<file path="config.mk">
export PLATFORM = sky130hd
export DESIGN_NAME = multicycle_ctrl
export DESIGN_NICKNAME = d
export VERILOG_FILES = /design/src/rtl/cpu_ctrl_pkg.sv /design/src/rtl/mem_wait_timer.sv /design/src/rtl/multicycle_ctrl.sv
export SDC_FILE = /design/constraint.sdc
export NUM_CORES = 1
export LEC_CHECK = 0
export CORE_ASPECT_RATIO = 1.5
export CORE_MARGIN = 1
export CORE_UTILIZATION = 49
export DETAILED_ROUTE_END_ITERATION = 6
export PLACE_DENSITY = 0.8
export SYNTH_ARGS = -nofsm -noshare
export SYNTH_HDL_FRONTEND = slang
export SYNTH_SLANG_ARGS = --single-unit
</file>
<file path="constraint.sdc">
create_clock -name clk -period 3.6 [get_ports clk]
set_input_delay 0.9 -clock clk [delete_from_list [all_inputs] [get_ports clk]]
set_output_delay 0.9 -clock clk [all_outputs]
set_load 0.01 [all_outputs]
</file>
<file path="src/rtl/cpu_ctrl_pkg.sv">
// Shared encodings for the RV32I multi-cycle controller: opcodes, FSM states,
// PC/write-back mux selects and halt causes.
package cpu_ctrl_pkg;

  localparam logic [6:0] OP_R      = 7'b0110011;
  localparam logic [6:0] OP_I      = 7'b0010011;
  localparam logic [6:0] OP_LOAD   = 7'b0000011;
  localparam logic [6:0] OP_STORE  = 7'b0100011;
  localparam logic [6:0] OP_BRANCH = 7'b1100011;
  localparam logic [6:0] OP_JAL    = 7'b1101111;
  localparam logic [6:0] OP_JALR   = 7'b1100111;
  localparam logic [6:0] OP_LUI    = 7'b0110111;
  localparam logic [6:0] OP_AUIPC  = 7'b0010111;
  localparam logic [6:0] OP_SYSTEM = 7'b1110011;

  typedef enum logic [2:0] {
    S_IF   = 3'd0,
    S_ID   = 3'd1,
    S_EX   = 3'd2,
    S_MEM  = 3'd3,
    S_WB   = 3'd4,
    S_HALT = 3'd5
  } state_e;

  typedef enum logic [1:0] {
    PC_PLUS4  = 2'b00,
    PC_TARGET = 2'b01,
    PC_JALR   = 2'b10
  } pc_src_e;

  typedef enum logic [1:0] {
    WB_ALU  = 2'b00,
    WB_LOAD = 2'b01,
    WB_LINK = 2'b10
  } wb_sel_e;

  typedef enum logic [1:0] {
    HC_NONE    = 2'b00,
    HC_ECALL   = 2'b01,
    HC_ILLEGAL = 2'b10,
    HC_TIMEOUT = 2'b11
  } halt_cause_e;

  function automatic logic is_legal_op(input logic [6:0] op);
    case (op)
      OP_R, OP_I, OP_LOAD, OP_STORE, OP_BRANCH,
      OP_JAL, OP_JALR, OP_LUI, OP_AUIPC: return 1'b1;
      default:                           return 1'b0;
    endcase
  endfunction

endpackage

</file>
<file path="src/rtl/mem_wait_timer.sv">
// Counts cycles spent waiting on mem_ready; flags a timeout once the count
// reaches MEM_TIMEOUT (0 disables the timeout).
module mem_wait_timer #(
  parameter int unsigned MEM_TIMEOUT = 255
) (
  input  logic clk,
  input  logic rst,
  input  logic i_active,
  input  logic i_ready,
  output logic o_timeout
);

  localparam int unsigned W = (MEM_TIMEOUT > 1) ? $clog2(MEM_TIMEOUT + 1) : 1;

  logic [W-1:0] r_cnt;

  // Idle or completed requests clear the count, so every IF/MEM entry starts at 0.
  always_ff @(posedge clk or posedge rst) begin
    if (rst)
      r_cnt <= '0;
    else if (!i_active || i_ready)
      r_cnt <= '0;
    else if (!o_timeout)
      r_cnt <= r_cnt + W'(1);
  end

  assign o_timeout = (MEM_TIMEOUT != 0) && (r_cnt == W'(MEM_TIMEOUT));

endmodule

</file>
<file path="src/rtl/multicycle_ctrl.sv">
// Multi-cycle RV32I control FSM: IF/ID/EX/MEM/WB sequencing, memory handshake,
// instruction retirement and halt handling.
module multicycle_ctrl
  import cpu_ctrl_pkg::*;
#(
  parameter int unsigned MEM_TIMEOUT = 255
) (
  input  logic        clk,
  input  logic        rst,
  input  logic [6:0]  opcode,
  input  logic [4:0]  rd,
  input  logic        branch_taken,
  input  logic        mem_ready,
  output logic        mem_read,
  output logic        mem_write,
  output logic        if_sel,
  output logic        ir_write,
  output logic        pc_write,
  output logic [1:0]  pc_src,
  output logic        alu_src_a,
  output logic        alu_src_b,
  output logic        reg_write,
  output logic [1:0]  wb_sel,
  output logic        retire,
  output logic [31:0] instret,
  output logic        halted,
  output logic [1:0]  halt_cause,
  output logic [2:0]  state
);

  state_e      r_state, w_next;
  halt_cause_e r_halt_cause, w_halt_cause;
  logic [31:0] r_instret;
  logic        w_timeout;
  logic        w_active;
  logic        w_mem_done;

  assign w_active   = (r_state == S_IF) || (r_state == S_MEM);
  // Timeout wins over a late mem_ready; reset suppresses any completion pulse.
  assign w_mem_done = mem_ready && !w_timeout && !rst;

  mem_wait_timer #(.MEM_TIMEOUT(MEM_TIMEOUT)) u_timer (
    .clk       (clk),
    .rst       (rst),
    .i_active  (w_active),
    .i_ready   (mem_ready),
    .o_timeout (w_timeout)
  );

  always_ff @(posedge clk or posedge rst) begin
    if (rst) begin
      r_state      <= S_IF;
      r_halt_cause <= HC_NONE;
    end else begin
      r_state      <= w_next;
      r_halt_cause <= w_halt_cause;
    end
  end

  always_ff @(posedge clk or posedge rst) begin
    if (rst)
      r_instret <= '0;
    else if (retire)
      r_instret <= r_instret + 32'd1;
  end

  always_comb begin
    w_next       = r_state;
    w_halt_cause = r_halt_cause;
    case (r_state)
      S_IF: begin
        if (w_timeout) begin
          w_next       = S_HALT;
          w_halt_cause = HC_TIMEOUT;
        end else if (mem_ready) begin
          w_next = S_ID;
        end
      end
      S_ID: begin
        if (opcode == OP_SYSTEM) begin
          w_next       = S_HALT;
          w_halt_cause = HC_ECALL;
        end else if (!is_legal_op(opcode)) begin
          w_next       = S_HALT;
          w_halt_cause = HC_ILLEGAL;
        end else begin
          w_next = S_EX;
        end
      end
      S_EX: begin
        case (opcode)
          OP_LOAD, OP_STORE: w_next = S_MEM;
          OP_BRANCH:         w_next = S_IF;
          default:           w_next = S_WB;
        endcase
      end
      S_MEM: begin
        if (w_timeout) begin
          w_next       = S_HALT;
          w_halt_cause = HC_TIMEOUT;
        end else if (mem_ready) begin
          w_next = (opcode == OP_LOAD) ? S_WB : S_IF;
        end
      end
      S_WB:    w_next = S_IF;
      S_HALT:  w_next = S_HALT;
      default: w_next = S_IF;
    endcase
  end

  always_comb begin
    mem_read   = 1'b0;
    mem_write  = 1'b0;
    if_sel     = 1'b0;
    ir_write   = 1'b0;
    pc_write   = 1'b0;
    pc_src     = PC_PLUS4;
    alu_src_a  = 1'b0;
    alu_src_b  = 1'b0;
    reg_write  = 1'b0;
    wb_sel     = WB_ALU;
    retire     = 1'b0;
    halted     = (r_state == S_HALT);
    halt_cause = r_halt_cause;
    state      = r_state;
    instret    = r_instret;
    case (r_state)
      S_IF: begin
        mem_read = !w_timeout;
        if_sel   = 1'b1;
        ir_write = w_mem_done;
        pc_write = w_mem_done;
      end
      S_EX: begin
        alu_src_a = (opcode == OP_AUIPC);
        alu_src_b = (opcode == OP_I) || (opcode == OP_LOAD) || (opcode == OP_STORE)
                 || (opcode == OP_LUI) || (opcode == OP_AUIPC);
        case (opcode)
          OP_BRANCH: begin
            pc_write = branch_taken;
            pc_src   = PC_TARGET;
            retire   = !rst;
          end
          OP_JAL: begin
            pc_write = 1'b1;
            pc_src   = PC_TARGET;
          end
          OP_JALR: begin
            pc_write = 1'b1;
            pc_src   = PC_JALR;
          end
          default: ;
        endcase
      end
      S_MEM: begin
        if (opcode == OP_LOAD)
          mem_read = !w_timeout;
        else
          mem_write = !w_timeout;
        retire = (opcode != OP_LOAD) && w_mem_done;
      end
      S_WB: begin
        reg_write = (rd != 5'd0) && !rst;
        retire    = !rst;
        if (opcode == OP_LOAD)
          wb_sel = WB_LOAD;
        else if ((opcode == OP_JAL) || (opcode == OP_JALR))
          wb_sel = WB_LINK;
      end
      default: ;
    endcase
  end

endmodule

</file>
==> reports/results.md <==
| Stage | Quantity | This run |
|---|---|---|
| layout | Final cell area excluding filler cells | 3640 um2 |
| timing | Worst hold margin | 0.496 ns |
| clocking | Total clock buffers created by CTS | 5 |
| worst setup path | CP required | 2.70 ns |
| layout | Top library cells by usage in the layout, fill and taps aside | sky130_fd_sc_hd__clkdlybuf4s50_1 (56), sky130_fd_sc_hd__dfrtp_1 (45), sky130_fd_sc_hd__nor2_1 (26) |
| logic synthesis | Synth Register Bits | 45 |
| logic synthesis | Count of unique library cells instantiated by Yosys | 56 |
| place | Placement Setup Slack | -0.125 ns |
| timing | Final slew viol count | 0 |
| floorplanning | Die area | 5770 um2 |
| timing | Time the worst path needs with I/O delays and setup | 3.54 ns |
| logic synthesis | Proportion of synthesized chip area in sequential cells | 42.1% |
| floorplanning | Die outline height | 92.5 um |
| worst setup path | Category of the worst setup path capture point | output port |
| worst setup path | Signal arrival time at the worst endpoint | 2.64 ns |
| detailed routing | Via count | 2340 |
| layout | Most common cell after layout, fill and taps aside | sky130_fd_sc_hd__clkdlybuf4s50_1 |
| logic synthesis | Post-synth net total | 290 |
| place | Dpl cell area | 3520 um2 |
| clocking | Max clock buf depth | 2 |
| layout | Area taken by multi-input logic gates | 1480 um2 |
| outcome | Run status | finished clean |
| place | Routability congestion estimate from global placement | 0.936 |
| layout | Post-layout net count | 374 |
| layout | Ratio of cells with drive above 1 in the final layout | 16.0% |
| timing | Headroom to the max-slew limit | 61.0% |
| floorplanning | Number of top-level pins | 67 |
| logic synthesis | Post-synth EDFFs | 0 |
| logic synthesis | Synthesis Warnings | 0 |
| run | Maximum Capacitance Violations | 0 |
| timing | Worst-Margin Slew | 0.586 ns |
| logic synthesis | Post-synth ARST share | 100% |
| global route | Overflow left after global routing | 0 |
| layout | Number of non-filler instances in the completed layout | 424 |
| timing | Final-report hold violation count | 0 |
| logic synthesis | Post-synthesis cell count | 272 |
| timing | Highest clock rate | 283 MHz |
| global route | First-pass GRT wire length | 10100 um |
| timing | Total Neg Setup Slack | 0 ns |
| timing | Setup repair after global routing missed its margin | no |
| timing | Final setup viols | 0 |
| floorplanning | DIE WIDTH | 62.3 um |
| global route | Total Routing Usage GR | 22.0% |
| layout | Total area of sequential cells | 1130 um2 |
| timing | Final critical-path share of the clock period | 98.3% |
| timing | Post-route worst setup slack | 0.0625 ns |
| clocking | Clock tree from TritonCTS | done |
| global route | Pin count of the biggest net entering global routing | 49 |
| place | HPWL Detailed | 4520 um |
| pwr | Peak supply drop | 0.264 mV |
| place | Placed Instances | 415 |
| floorplanning | Core area | 5200 um2 |
| clocking | Root Driver | sky130_fd_sc_hd__clkbuf_8 |
| logic synthesis | Mean cell area of the mapped netlist | 9.84 um2 |
| worst setup path | Classification of the worst setup path | input port to output port |
| worst setup path | Critical path startpoint category | input port |
| clocking | Worst-Skew Late Latency | 0.30 ns |
| floorplanning | Effective utilization at floorplan | 51.4% |
| detailed routing | Remaining number of nets flagged by the antenna check after routing | 0 |
| pwr | Power density over the cells | 419 nW/um2 |
| detailed routing | DRC violation count after routing | 0 |
| logic synthesis | Primary flip-flop cell chosen by synthesis mapping | sky130_fd_sc_hd__dfrtp_1 |
| worst setup path | Worst-path fanout max | 3 |
| layout | Synthesis-to-layout area growth | 36.0% |
| detailed routing | TritonRoute pass-1 iters | 4 |
| min path | Tightest Hold Check Type | flop to flop |
| floorplanning | Floorplan row count | 32 |
| clocking | Number of sinks driven by the clock tree | 45 |
| clocking | Clock Pin Slew Worst Setup and Hold Paths | 0.08 ns |
| place | Buffers added on ports | 66 |
| timing | Largest clock skew in the final design | 0.0107 ns |
| logic synthesis | Post-synthesis instance area | 2680 um2 |
| global route | Via count of the first global-routing pass | 2202 |
| detailed routing | DRT iter0 DRCs | 76 |
| detailed routing | Total routed wirelength | 6060 um |
| global route | Antenna violations before repair | 0 |
| layout | Final antenna diode count | 0 |
| pwr | Leak | 1.60 nW |
| detailed routing | Wire length per cell after detailed routing | 14.3 um |
| layout | Filler cell count in the final layout | 419 |
| detailed routing | Via/cell ratio | 5.52 |
| clocking | CTS H-tree lvls | 2 |
layout make-up:
| class | instances | area share, % |
|---|---|---|
| Tap cell | 68 | 2.34 |
| Timing Repair Buffer | 88 | 22.6 |
| Multi-Input combinational cell | 210 | 40.6 |
| Inverter | 6 | 0.722 |
| Clock inverter | 2 | 0.963 |
| Clock buffer | 5 | 1.89 |
| Sequential cell | 45 | 30.9 |
cells in the mapped netlist, drive strengths merged (4+ instances only):
cell,instances,area (um2)
nand4,14,93.8
or2,4,25.0
nor4,7,90.1
a21oi,6,30.0
nor3b,5,47.5
nor2b,5,31.3
and3,5,31.3
inv,6,22.5
xnor2,11,96.3
nand3,13,70.1
nor3,16,90.1
nor4b,5,75.1
xor2,25,219
o21ai,6,30.0
and2,4,25.0
nor2,27,101
dfrtp,45,1130
nand2,23,88.8
buf,8,62.6
cells by family after synthesis:
| kind of cell | synth area share, % |
|---|---|
| flip-flops | 42.1 |
| AND/OR/NAND/NOR | 33.8 |
| multiplexers | 0.421 |
| XOR/XNOR | 11.8 |
| adder cells (fa/ha/maj) | 0.935 |
| AO/OA/AOI/OAI | 7.43 |
| buffers and inverters | 3.60 |
stage by stage:
| step | total power [mW] | utilization [%] |
|---|---|---|
| after floorplan | 0.931 | - |
| after global placement | 1.16 | 67.5 |
| after detailed placement | 1.17 | 67.5 |
| after CTS | 1.53 | 69.8 |
| after global routing | 1.61 | 69.9 |
| final | 1.52 | 69.9 |
repair_timing:
item,4_1_cts,5_1_grt
setup endpoints to repair,8,2
pin swaps,1,0
hold buffers,0,0
gates cloned,0,0
resized for setup,10,2
setup buffers,2,0
hold endpoints to repair,0,0
state kept, by name, summed over array words and instances, names as in the netlist:
signal and cells:
u_timer.r_cnt 8, instret 32, halt_cause 2, state 3
routing by layer:
| layer | wire length [um] | vias up | global-route usage [%] | share of wire (%) |
|---|---|---|---|---|
| met2 | 3250 | 73 | 39.7 | 54 |
| met5 | 0 | - | 0 | 0 |
| li1 | - | 1135 | - | - |
| met4 | 98 | 0 | 7.56 | 1.6 |
| met1 | 2400 | 1123 | 25.4 | 40 |
| met3 | 321 | 9 | 5.17 | 5.3 |
worst paths after layout:
kind | start | endpoint | slack (ns) | cells after the start
worst max-delay path | opcode[4] | wb_sel[1] | 0.06 | 6
worst min-delay path | instret[13] | instret[13] | 0.50 | 1
worst max register to register | u_timer.r_cnt[0] | instret[8] | 1.41 | 7
worst min register to register | instret[13] | instret[13] | 0.50 | 1
max in group asynchronous | rst | instret[1] | 2.01 | 3
min in group asynchronous | rst | instret[20] | 1.20 | 3
worst max-delay path: stages:
cell	delay, ns
sky130_fd_sc_hd__clkdlybuf4s50_1	0.48
sky130_fd_sc_hd__nand3b_1	0.22
sky130_fd_sc_hd__buf_4	0.17
sky130_fd_sc_hd__buf_4	0.12
sky130_fd_sc_hd__nor3_1	0.18
sky130_fd_sc_hd__clkdlybuf4s50_1	0.57
report_power, final:
group	internal, mW	switching [mW]	total (mW)
Sequential	0.555	0.0589	0.613
Combinational	0.254	0.286	0.540
Clock	0.202	0.169	0.371
(Power assumes the default switching activity.)
